===== config.mk =====
export PLATFORM = sky130hd
export DESIGN_NAME = beep_pulse_gen
export DESIGN_NICKNAME = d
export VERILOG_FILES = /design/src/rtl/beep_pulse_gen_pkg.sv /design/src/rtl/beep_pulse_gen_cycle_timer.sv /design/src/rtl/beep_pulse_gen.sv
export SDC_FILE = /design/constraint.sdc
export NUM_CORES = 1
export LEC_CHECK = 0
export BUFFER_PORTS_ARGS = -buffer_cell sky130_fd_sc_hd__buf_2
export CAP_MARGIN = 20
export CORE_MARGIN = 2
export CORE_UTILIZATION = 40
export CTS_CLUSTER_SIZE = 14
export DETAILED_ROUTE_END_ITERATION = 6
export MAX_ROUTING_LAYER = met4
export PLACE_DENSITY = 0.63
export SYNTH_ARGS = -nofsm -noshare
export SYNTH_HDL_FRONTEND = slang
export SYNTH_HIERARCHICAL = 1
export SYNTH_SLANG_ARGS = --single-unit

===== constraint.sdc =====
create_clock -name clk -period 4.1 [get_ports clk]
set_clock_uncertainty 0.2 [all_clocks]
set_input_delay 0.615 -clock clk [delete_from_list [all_inputs] [get_ports clk]]
set_output_delay 0.615 -clock clk [all_outputs]
set_load 0.05 [all_outputs]

===== src/rtl/beep_pulse_gen_pkg.sv =====
// Shared FSM encodings and default beep timing for the watch feedback blocks.
// The alarm and timer modes use the same ON/OFF defaults.
package beep_pulse_gen_pkg;

    localparam logic [1:0] ST_IDLE = 2'd0;
    localparam logic [1:0] ST_ON   = 2'd1;
    localparam logic [1:0] ST_OFF  = 2'd2;

    localparam int DEF_ON_CYCLES  = 50_000_000;
    localparam int DEF_OFF_CYCLES = 25_000_000;
    localparam int DEF_TMR_W      = 26;
    localparam int DEF_PEND_W     = 4;

    function automatic logic state_is_active(input logic [1:0] st);
        return (st == ST_ON) || (st == ST_OFF);
    endfunction

endpackage


===== src/rtl/beep_pulse_gen_cycle_timer.sv =====
// Loadable down-counter that holds at zero; zero flags the last cycle of a phase.
module cycle_timer #(
    parameter int TMR_W = 26
) (
    input  logic             clk,
    input  logic             reset_p,
    input  logic             load,
    input  logic [TMR_W-1:0] load_val,
    output logic             zero
);

    localparam logic [TMR_W-1:0] ONE = TMR_W'(1);

    logic [TMR_W-1:0] count_reg;

    always_ff @(posedge clk or posedge reset_p) begin
        if (reset_p) begin
            count_reg <= '0;
        end else if (load) begin
            count_reg <= load_val;
        end else if (count_reg != '0) begin
            count_reg <= count_reg - ONE;
        end
    end

    assign zero = (count_reg == '0);

endmodule


===== src/rtl/beep_pulse_gen.sv =====
// Turns a one-cycle trigger plus beep count into N timed ON/OFF bursts on out,
// with busy while running and a one-cycle done after the last beep.
module beep_pulse_gen
    import beep_pulse_gen_pkg::*;
#(
    parameter int ON_CYCLES  = DEF_ON_CYCLES,
    parameter int OFF_CYCLES = DEF_OFF_CYCLES,
    parameter int TMR_W      = DEF_TMR_W,
    parameter int PEND_W     = DEF_PEND_W,
    parameter int RETRIG     = 1
) (
    input  logic              clk,
    input  logic              reset_p,
    input  logic              trig,
    input  logic [PEND_W-1:0] beep_cnt,
    output logic              out,
    output logic              busy,
    output logic              done
);

    localparam logic [TMR_W-1:0]  ON_LOAD  = TMR_W'(ON_CYCLES - 1);
    localparam logic [TMR_W-1:0]  OFF_LOAD = TMR_W'(OFF_CYCLES - 1);
    localparam logic [PEND_W-1:0] ONE      = PEND_W'(1);

    logic [1:0]        state_reg, state_next;
    logic [PEND_W-1:0] remaining_reg, remaining_next;
    logic              out_reg, out_next;
    logic              busy_reg, busy_next;
    logic              done_reg, done_next;

    logic              timer_load;
    logic [TMR_W-1:0]  timer_load_val;
    logic              timer_zero;

    logic [PEND_W:0]   sum_wide;
    logic [PEND_W-1:0] sum_sat;
    logic              retrig_add;

    cycle_timer #(
        .TMR_W (TMR_W)
    ) u_timer (
        .clk      (clk),
        .reset_p  (reset_p),
        .load     (timer_load),
        .load_val (timer_load_val),
        .zero     (timer_zero)
    );

    always_comb begin
        sum_wide       = {1'b0, remaining_reg} + {1'b0, beep_cnt};
        sum_sat        = sum_wide[PEND_W] ? '1 : sum_wide[PEND_W-1:0];
        retrig_add     = (RETRIG != 0) && trig && state_is_active(state_reg);
        remaining_next = retrig_add ? sum_sat : remaining_reg;
        state_next     = state_reg;
        timer_load     = 1'b0;
        timer_load_val = ON_LOAD;
        done_next      = 1'b0;

        case (state_reg)
            ST_IDLE: begin
                if (trig && (beep_cnt != '0)) begin
                    state_next     = ST_ON;
                    remaining_next = beep_cnt;
                    timer_load     = 1'b1;
                    timer_load_val = ON_LOAD;
                end
            end
            ST_ON: begin
                // A same-cycle retrigger has already been folded in, so the
                // decrement applies to the saturated sum.
                if (timer_zero) begin
                    remaining_next = remaining_next - ONE;
                    if (remaining_next != '0) begin
                        state_next     = ST_OFF;
                        timer_load     = 1'b1;
                        timer_load_val = OFF_LOAD;
                    end else begin
                        state_next = ST_IDLE;
                        done_next  = 1'b1;
                    end
                end
            end
            ST_OFF: begin
                if (timer_zero) begin
                    state_next     = ST_ON;
                    timer_load     = 1'b1;
                    timer_load_val = ON_LOAD;
                end
            end
            default: begin
                state_next     = ST_IDLE;
                remaining_next = '0;
            end
        endcase

        out_next  = (state_next == ST_ON);
        busy_next = state_is_active(state_next);
    end

    always_ff @(posedge clk or posedge reset_p) begin
        if (reset_p) begin
            state_reg     <= ST_IDLE;
            remaining_reg <= '0;
            out_reg       <= 1'b0;
            busy_reg      <= 1'b0;
            done_reg      <= 1'b0;
        end else begin
            state_reg     <= state_next;
            remaining_reg <= remaining_next;
            out_reg       <= out_next;
            busy_reg      <= busy_next;
            done_reg      <= done_next;
        end
    end

    assign out  = out_reg;
    assign busy = busy_reg;
    assign done = done_reg;

endmodule


After elaboration in Yosys (flattened, before gate mapping)
Index checks and enable logic that the tools add are counted.
{"block": "totals", "regBits": 35, "in_bits": 7, "out_inout_bits": 3, "elab_cells": 46}
{"block": "op_classes", "n_addsub": 3, "eq_ne": 4, "muxes": 23, "n_reduce_logical": 10}
{"cell": "two-way mux 26 bit", "n": 5}
{"cell": "zero test 26 bit", "n": 1}
{"cell": "nonzero test 26 bit", "n": 1}
{"cell": "subtractor 26 x 1 -> 26 bit (second input constant)", "n": 1}
{"cell": "two-way mux 4 bit", "n": 4}
{"cell": "one-hot mux 4 bit (3 select lines)", "n": 1}
{"cell": "two-way mux 2 bit", "n": 4}
{"cell": "nonzero test 4 bit", "n": 2}
{"cell": "two-way mux 1 bit", "n": 7}
{"cell": "one-hot mux 2 bit (3 select lines)", "n": 1}
{"cell": "adder 4 x 4 -> 5 bit", "n": 1}
{"cell": "== test 2 x 1 -> 1 bit (second input constant)", "n": 2}
{"cell": "== test 2 bit (second input constant)", "n": 2}
{"cell": "subtractor 4 x 1 -> 4 bit (second input constant)", "n": 1}
{"cell": "one-hot mux 1 bit (3 select lines)", "n": 1}
{"cell": "logical AND 1 bit", "n": 2}
{"cell": "zero test 2 bit", "n": 1}
{"cell": "logical OR 1 bit", "n": 2}
{"cell": "nonzero test 2 bit", "n": 1}

Logic depth before layout (Yosys ltp)
Gate-level depths: netlist of run 1.
{"block": "depth", "word_depth": 11, "mapped_depth": 14, "depth_no_buf": 13}

Modules after synthesis
Netlist of run 1, hierarchy kept.
{"mod": "cycle_timer", "n_inst": 1, "cells_each": 178, "area_per_inst_um2": 1640.3, "seq_area_each_um2": 650.6}
{"mod": "beep_pulse_gen", "n_inst": 1, "cells_each": 103, "area_per_inst_um2": 847.1, "seq_area_each_um2": 225.2}

Worst setup path after synthesis of run 1
OpenSTA, ideal clock, no wires.
{"block": "synth_path", "path_type": "input to register", "startpoint": "input port beep_cnt[0]", "endpoint": "register u_timer.count_reg[10]", "setup_time_ns": 0.140, "arrival_time_ns": 3.301, "required_ns": 3.760, "setup_slack_ns": 0.459, "cell_stages": 14, "path_buffers": 1, "path_cell_list": "ha_1 > inv_1 > fa_1 > nand2b_1 > a21o_1 > a21oi_1 > nor2_1 > ha_1 > a31o_4 > a21oi_1 > clkbuf_1 > clkinv_1 > o21ai_1 > o21ai_0"}
{"block": "synth_between", "elab_chain_cells": 9, "elab_cells_between_ends": 13, "cone_classes": "add/sub (2); mux (7); reduce/logical (4)"}
{"element": "from (decl)", "line_no": "beep_pulse_gen.sv:15", "text": "input logic [PEND_W-1:0] beep_cnt,"}
{"element": "adder 4 x 4 -> 5 bit", "line_no": "beep_pulse_gen.sv:50", "text": "sum_wide = {1'b0, remaining_reg} + {1'b0, beep_cnt};"}
{"element": "two-way mux 4 bit", "line_no": "beep_pulse_gen.sv:51", "text": "sum_sat = sum_wide[PEND_W] ? '1 : sum_wide[PEND_W-1:0];"}
{"element": "two-way mux 4 bit", "line_no": "beep_pulse_gen.sv:53", "text": "remaining_next = retrig_add ? sum_sat : remaining_reg;"}
{"element": "subtractor 4 x 1 -> 4 bit", "line_no": "beep_pulse_gen.sv:72", "text": "remaining_next = remaining_next - ONE;"}
{"element": "nonzero test 4 bit", "line_no": "beep_pulse_gen.sv:73", "text": "if (remaining_next != '0) begin"}
{"element": "two-way mux 1 bit", "line_no": "beep_pulse_gen.sv:73"}
{"element": "two-way mux 1 bit", "line_no": "beep_pulse_gen.sv:71", "text": "if (timer_zero) begin"}
{"element": "one-hot mux 1 bit (3 select lines) (*)", "line_no": "beep_pulse_gen.sv:59", "text": "case (state_reg)"}
{"element": "named net timer_load", "line_no": "beep_pulse_gen.sv:31", "text": "logic timer_load;"}
{"element": "two-way mux 26 bit / nonzero test 2 bit (equally long branches)"}
{"element": "to (signal assigned)", "line_no": "beep_pulse_gen_cycle_timer.sv:20", "text": "count_reg <= load_val;"}
{"element": "to (signal assigned)", "line_no": "beep_pulse_gen_cycle_timer.sv:22", "text": "count_reg <= count_reg - ONE;"}
{"element": "to (decl)", "line_no": "beep_pulse_gen_cycle_timer.sv:14", "text": "logic [TMR_W-1:0] count_reg;"}
Mark *: on every way through the listed nets, which the timed path passes. The rest lies on a longest branch.
A chain may end at the register's enable or synchronous reset.

Final worst setup path of run 1
{"block": "layout_path", "startpoint": "input port beep_cnt[0]", "endpoint": "register u_timer.count_reg[22]"}
Same word-level chain as after synthesis.

==> summary.md, run 1 <==
| Metric | Value |
|---|---|
| Design Area, Final | `0.00280 sq mm` |
| Yosys top cell area share | `35.2%` |
| Total power | `1.83 mW` |
| Post-synthesis sequential area ratio | `35.2%` |
| Most frequent cell after synthesis | `dfrtp_1` |
| Vias | `2022` |
| Max Cap Viol | `0` |
| Fin crit share | `83.2%` |
| Depth of the CTS H-tree | `2` |
| Min cycle time layout | `3410 ps` |
| Die Y | `82.9 um` |
| WL final | `5220 um` |
| Top post-synthesis cells by area | `dfrtp_1 (35%), ha_1 (5.5%), nand2_1 (5.1%)` |
| Critical-path maximum fanout | `19` |
| Synth area leader | `dfrtp_1` |
| Core Rows | `28` |
| Largest net degree at the start of global routing | `27` |
| Mean Syn Cell Area | `8.85 sq um` |
| CTS max path bufs | `2` |
| Synth cell types | `57` |
| Cts bufs inserted | `5` |
| CTS root buffer | `clkbuf_8` |
| Worst min path class | `in2async` |
| Worst VDD drop | `0.000301 V` |
| DRC violation total after the first TritonRoute iteration | `157` |
| Die area | `0.00686 sq mm` |
| Clock-pin slew on the worst setup and hold paths | `70 ps` |
| Non-filler cells, final | `383` |
| Worst setup margin | `690 ps` |
| Critical Path RT | `4080 ps` |
| Crit path cell chain | `buf_2 -> ha_1 -> inv_1 -> fa_1 -> nand2b_1 -> a21o_1 -> a21oi_1 -> ha_1 -> a31o_4 -> a21oi_2 -> buf_4 -> or3_1 -> o22ai_1 -> a21oi_1` |
| Area Overhead vs Synth | `12.6%` |
| Total gr overflow | `0` |
| Fin nets | `326` |
| Antenna diodes | `0` |
| Die width | `82.9 um` |
| Mapped cell area | `0.00249 sq mm` |
| Core Footprint | `0.00596 sq mm` |
| Fmax | `293 MHz` |
| RSZ-0062 raised after global routing | `false` |
| CP max stage cell | `fa_1` |
| Slew @ Worst Pin | `583 ps` |
| Post-synth EDFFs | `0` |
| Post-CTS setup buffer count | `0` |
| Post-CTS sizing | `0` |
| Sink Count | `35` |
| Synthesized flop and latch total | `35` |
| Most frequent cells after synthesis | `dfrtp_1 (35), nand2_1 (34), nor2_1 (25)` |
| Pre-CTS WS | `350 ps` |
| Ys Warns | `6` |
| I/O pin count | `10` |
| Wire length of the first global-routing pass | `9270 um` |
| Static leakage | `1.12 nW` |
| Asr flop ratio synth | `100%` |
| Setup TNS | `0 ps` |
| IO Port Bufs | `9` |
| Rel. slew slack | `60.6%` |
| Max Slew Vio Count | `0` |
| Vias in the first global route | `1948` |
| Cell Pwr Density | `653 mW/mm^2` |
| Max reg flops | `26` |
| Clk_lat worst skew | `290 ps` |
| Antenna violations before repair | `0` |
| Layout cells sized above 1 | `13.0%` |
| Number of cells after detailed placement | `374` |
| Global placer's final weighted congestion | `0.861` |
| CP Capture Type | `flip-flop` |
| Hold_ws | `73.9 ps` |
| Hold buffers post-CTS | `0` |
| Critical path class | `in2reg` |
| Starting Density | `41.8%` |
| Max incr delay on CP | `440 ps` |
| Status | `finished clean` |
| HPWL Detailed | `3840 um` |
| Routed WL per cell | `13.6 um` |
| Synthesized instance count | `281` |
| CTS tree | `built` |
| Cell Area, Placed | `0.00267 sq mm` |
| Vias/cell | `5.28` |
| Finish-stage setup viols | `0` |
| Post-synth top flop | `dfrtp_1` |
| Worst EP arrival | `3390 ps` |
| DRT Pass-1 Iters | `4` |
| Final hold vios | `0` |
| Final antenna-violating net count | `0` |
| DRC viols | `0` |
| Fin util | `47.0%` |
| All-Layer GR Usage | `17.0%` |
| Startpoint Class | `input pin` |
-- final cells by class --
class,instances,area (sq um)
clock buffer,8,100
timing repair buffer,14,103
fill,598,3160
multi-input combinational,236,1570
tap,75,93.8
inverter,15,56.3
sequential,35,876
-- worst paths after layout --
check	startpoint	endpoint	slack, ps	cells past startpoint
min	reset_p	u_timer/count_reg[25]	70	2
max	beep_cnt[0]	u_timer/count_reg[22]	690	14
max reg2reg	remaining_reg[0]	u_timer/count_reg[22]	700	13
min reg2reg	u_timer/count_reg[25]	u_timer/count_reg[25]	420	2
min in group clk	u_timer/count_reg[25]	u_timer/count_reg[25]	420	2
max in group asynchronous	reset_p	u_timer/count_reg[5]	3210	3
-- kinds of logic (layout without fill, tap and decap cells) --
kind of cell | after synthesis | after routing | share of synthesized area (%)
flip-flops | 35 | 35 | 35.2
XOR/XNOR | 23 | 23 | 8.40
buffers and inverters | 25 | 37 | 4.02
other | 2 | 17 | 0.302
AND/OR/NAND/NOR | 118 | 118 | 27.1
adder cells (fa/ha/maj) | 12 | 12 | 6.34
multiplexers | 5 | 5 | 2.16
AO/OA/AOI/OAI | 61 | 61 | 16.5
-- placed cells by master (no fill, tap or decap), types with 6 or more instances in the layout --
cell,netlist,layout
nor2_1,25,25
xor2_1,9,9
nor3_1,8,8
nand2_1,34,34
inv_1,13,13
a21oi_1,11,10
or3_1,6,6
nand3_1,9,9
xnor2_1,13,13
buf_2,2,9
o31ai_1,9,9
conb_1,2,17
a31oi_1,6,6
clkbuf_8,0,7
ha_1,11,11
dfrtp_1,35,35
o21ai_0,13,13
-- metal layers --
| layer | share of wire [%] | GRT usage [%] | vias to the layer above | wire length (um) |
|---|---|---|---|---|
| li1 | - | - | 1041 | - |
| met1 | 51 | 23.0 | 952 | 2640 |
| met2 | 46 | 25.7 | 22 | 2390 |
| met3 | 2.3 | 4.47 | 7 | 121 |
| met5 | 0 | - | - | 0 |
| met4 | 1.2 | 4.02 | 0 | 65 |
-- worst max-delay path: cells and delay by family --
kind            cells  cell delay, ps
simple gates        2             590
buf+inv             3             390
fa+ha+maj           3             840
compound gates      6             950
-- power breakdown --
part           leakage [nW]  internal, mW  switching (mW)
combinational         0.648         0.381           0.503
clock                0.0515         0.153           0.127
sequential            0.423         0.481           0.184
Note: power is estimated with default switching activity, not from simulation.
==> inputs of run 2 (changes only) <==
--- a/config.mk
+++ b/config.mk
@@ -5,6 +5,7 @@
 export SDC_FILE = /design/constraint.sdc
 export NUM_CORES = 1
 export LEC_CHECK = 0
+export ABC_AREA = 1
 export BUFFER_PORTS_ARGS = -buffer_cell sky130_fd_sc_hd__buf_2
 export CAP_MARGIN = 20
 export CORE_MARGIN = 2
@@ -12,7 +13,7 @@
 export CTS_CLUSTER_SIZE = 14
 export DETAILED_ROUTE_END_ITERATION = 6
 export MAX_ROUTING_LAYER = met4
-export PLACE_DENSITY = 0.63
+export PLACE_DENSITY = 0.65
 export SYNTH_ARGS = -nofsm -noshare
 export SYNTH_HDL_FRONTEND = slang
 export SYNTH_HIERARCHICAL = 1
==> constraint.sdc (replaced) <==
create_clock -name clk -period 3 [get_ports clk]
set_clock_uncertainty 0.2 [all_clocks]
set_input_delay 0.45 -clock clk [delete_from_list [all_inputs] [get_ports clk]]
set_output_delay 0.45 -clock clk [all_outputs]
set_load 0.05 [all_outputs]
==> summary.md, run 2 <==
| Metric | Value |
|---|---|
| Mean Syn Cell Area | `6.79 sq um (-23%)` |
| Most used cell, CP | `nand2_1` |
| Sw Share | `48.8% (+4.3 points)` |
| Asr flop ratio synth | `100% (unchanged)` |
| Most common cell after layout, fill and taps aside | `nand2_1` |
| Critical Path RT | `3030 ps (-1050 ps)` |
| Finish-stage setup viols | `0 (unchanged)` |
| Final hold vios | `0 (unchanged)` |
| Largest net degree at the start of global routing | `27 (unchanged)` |
| Max incr delay on CP | `420 ps (-20 ps)` |
| Clk_lat worst skew | `300 ps (about the same)` |
| Rel. slew slack | `58.7% (-1.9 points)` |
| Final antenna-violating net count | `0 (unchanged)` |
| Clock-pin slew on the worst setup and hold paths | `80 ps (about the same)` |
| DRC viols | `0 (unchanged)` |
| Wire length of the first global-routing pass | `11100 um (+20%)` |
| Setup TNS | `0 ps (unchanged)` |
| Post-synth top flop | `dfrtp_1` |
| WL final | `6340 um (+21%)` |
| Die area | `0.00765 sq mm (+11%)` |
| Crit path depth | `14 (unchanged)` |
| Fmax | `357 MHz` |
| Starting Density | `41.2% (-0.54 points)` |
| Synthesized instance count | `410 (+46%)` |
| Top post-synthesis cells by area | `dfrtp_1 (31%), nand2_1 (17%), inv_1 (8.0%)` |
| Global placer's final weighted congestion | `0.900 (+4.6%)` |
| Critical path class | `reg2reg` |
| Worst R2R Start | `u_timer/count_reg[14]` |
| All-Layer GR Usage | `18.9% (+1.9 points)` |
| Max Slew Vio Count | `0 (unchanged)` |
| Post-CTS setup buffer count | `0 (unchanged)` |
| Most frequent cell after synthesis | `nand2_1` |
| Vias/cell | `4.81 (-9.0%)` |
| CP top delay family | `simple AND/OR/NAND/NOR gates` |
| Slew @ Worst Pin | `619 ps (+36.0 ps)` |
| Worst r2r path cells | `14 (+1)` |
| Worst VDD drop | `0.000396 V (+31%)` |
| Depth of the CTS H-tree | `2 (unchanged)` |
| CP max stage cell | `dfrtp_1` |
| Vias in the first global route | `2417 (+24%)` |
| Worst min path class | `in2reg` |
| Ys Warns | `6 (unchanged)` |
| Clock power frac | `12.7% (-2.6 points)` |
| Max reg flops | `26 (unchanged)` |
| Die Y | `87.4 um (+5.5%)` |
| Routed WL per cell | `12.0 um (-12%)` |
| HPWL Detailed | `4820 um (+26%)` |
| Area Overhead vs Synth | `13.6%` |
| Comb pwr share | `55.9% (+7.6 points)` |
| DRT Pass-1 Iters | `4 (unchanged)` |
| Setup crit end | `u_timer/count_reg[11]` |
| Crit path cell chain | `nor2_1 -> nand2_1 -> nor2_4 -> nand3_1 -> nor4_2 -> buf_4 -> nand2_1 -> inv_1 -> nand2_4 -> a21oi_2 -> buf_4 -> buf_12 -> nand2_1 -> a21oi_2` |
| Post-synthesis sequential area ratio | `31.4% (-3.8 points)` |
| Vias | `2538 (+26%)` |
| CTS root buffer | `clkbuf_8` |
| Synth cell types | `36 (-37%)` |
| Startpoint Class | `flip-flop` |
| Seq pwr share | `31.4% (-5.0 points)` |
| Total gr overflow | `0 (unchanged)` |
| Antenna diodes | `0 (unchanged)` |
| Most frequent cells after synthesis | `nand2_1 (126), inv_1 (59), nand3_1 (41)` |
| CP Capture Type | `flip-flop` |
| Worst EP arrival | `2830 ps (-560 ps)` |
| Int Power | `1.40 mW (+38%)` |
| Fin nets | `466 (+43%)` |
| I/O pin count | `10 (unchanged)` |
| Total power | `2.74 mW (+50%)` |
| IO Port Bufs | `9 (unchanged)` |
| Most frequent cells in the layout | `nand2_1 (126), inv_1 (58), nand3_1 (41), nor2_1 (38), dfrtp_1 (35)` |
| Critical-path maximum fanout | `17 (-2)` |
| Sink Count | `35 (unchanged)` |
| Max Cap Viol | `0 (unchanged)` |
| Cell Pwr Density | `867 mW/mm^2 (+33%)` |
| Mapped cell area | `0.00279 sq mm (+12%)` |
| Synth area leader | `dfrtp_1` |
| Core Footprint | `0.00676 sq mm (+13%)` |
| Layout cells sized above 1 | `16.1% (+3.1 points)` |
| R2R setup slack | `200 ps (-500 ps)` |
| Yosys top cell area share | `31.4% (-3.8 points)` |
| DRC violation total after the first TritonRoute iteration | `188 (+20%)` |
| Die width | `87.4 um (+5.5%)` |
| Cts bufs inserted | `5 (unchanged)` |
| Static leakage | `1.68 nW (+50%)` |
| Status | `finished clean` |
| CP Launch Point | `u_timer/count_reg[14]` |
| Buf/Inv on CP | `4 (+1)` |
| Net Switching | `1.34 mW (+64%)` |
| CTS tree | `built` |
| Antenna violations before repair | `0 (unchanged)` |
| Core Rows | `30 (+7.1%)` |
| CTS max path bufs | `2 (unchanged)` |
| Fin crit share | `93.3%` |
| Post-synth EDFFs | `0 (unchanged)` |
| Fin util | `46.8% (-0.18 points)` |
| Reg2reg end | `u_timer/count_reg[11]` |
| Min cycle time layout | `2800 ps` |
| Synthesized flop and latch total | `35 (unchanged)` |
-- run 2: changes by cell type in the layout (fill, tap and decap cells not counted), sizes merged, moves of 5 or more --
| cell | delta |
|---|---|
| nand2 | +102 |
| inv | +47 |
| nand3 | +36 |
| nor2 | +24 |
| xnor2 | -13 |
| nor3 | -10 |
| o31ai | -10 |
| a21oi | +9 |
| buf | +8 |
| nor4 | -7 |
| or3 | -6 |
| a31oi | -5 |
| nand4 | +5 |
-- run 2: routing by layer --
layer / vias to the layer above / global-route usage [%] / wire length, um / part of all wire [%]
met2: 38 / 29.8 / 2960 / 47
li1: 1350 / - / - / -
met1: 1142 / 24.9 / 3100 / 49
met3: 8 / 3.22 / 190 / 3.0
met4: 0 / 5.87 / 88 / 1.4
met5: - / - / 0 / 0
-- run 2: cells by family (layout without fill, tap and decap cells) --
kind of cell | count (synthesis) | after routing | share of synthesized area, %
other cells | 2 | 17 | 0.270
flops | 35 | 35 | 31.4
compound gates | 40 | 40 | 9.12
buf+inv | 70 | 93 | 10.3
simple gates | 244 | 244 | 41.0
xor+xnor | 7 | 7 | 2.20
fa+ha+maj | 12 | 12 | 5.66
-- run 2: timing repair --
action,in CTS,in global routing
endpoints found under the setup margin,0,12
endpoints found under the hold margin,9,0
hold buffers,1,0
gates resized for setup,0,3
-- run 2: how the worst min path moves through the flow --
stage	startpoint	endpoint	slack, ps	cells past startpoint
floorplan	reset_p	busy	80	1
CTS	beep_cnt[1]	remaining_reg[1]	270	3
global placement	reset_p	busy	250	2
finish	beep_cnt[1]	remaining_reg[1]	280	3
global route	beep_cnt[1]	remaining_reg[1]	290	3
detailed placement	reset_p	busy	250	2
-- run 2: worst register-to-register path: stages (launching register included) --
cell,delay (ps)
dfrtp_1,420
nor2_1,190
nand2_1,120
nor2_4,210
nand3_1,160
nor4_2,210
buf_4,170
nand2_1,70
inv_1,160
nand2_4,70
a21oi_2,160
buf_4,230
buf_12,170
nand2_1,80
a21oi_2,130
-- run 2: cell type report --
type | instances | area (sq um)
fillers | 683 | 3590
clock buffers | 6 | 72.6
well taps | 80 | 100
inverters | 62 | 236
repair buffers | 23 | 178
flip-flops and latches | 35 | 876
clock inverters | 2 | 12.5
multi-input cells | 320 | 1690
-- run 2: per-stage QoR --
step,worst slack (ps),hold slack [ps],cells,instance area [sq um]
after CTS,180,269,528,3160
final,202,279,528,3160
after global routing,-39.0,293,528,3160
after global placement,71.8,249,519,3060
after detailed placement,-10.8,253,519,3060
after floorplan,27.5,77.9,425,2840
-- run 2: power by group through the flow --
| stage | clock network [mW] | registers, mW | logic, mW |
|---|---|---|---|
| final | 0.349 | 0.862 | 1.53 |
| after CTS | 0.364 | 0.857 | 1.53 |
| after global placement | 0 | 0.859 | 1.49 |
| after detailed placement | 0 | 0.865 | 1.52 |
| after global routing | 0.381 | 0.891 | 1.77 |
| after floorplan | 0 | 0.862 | 1.15 |
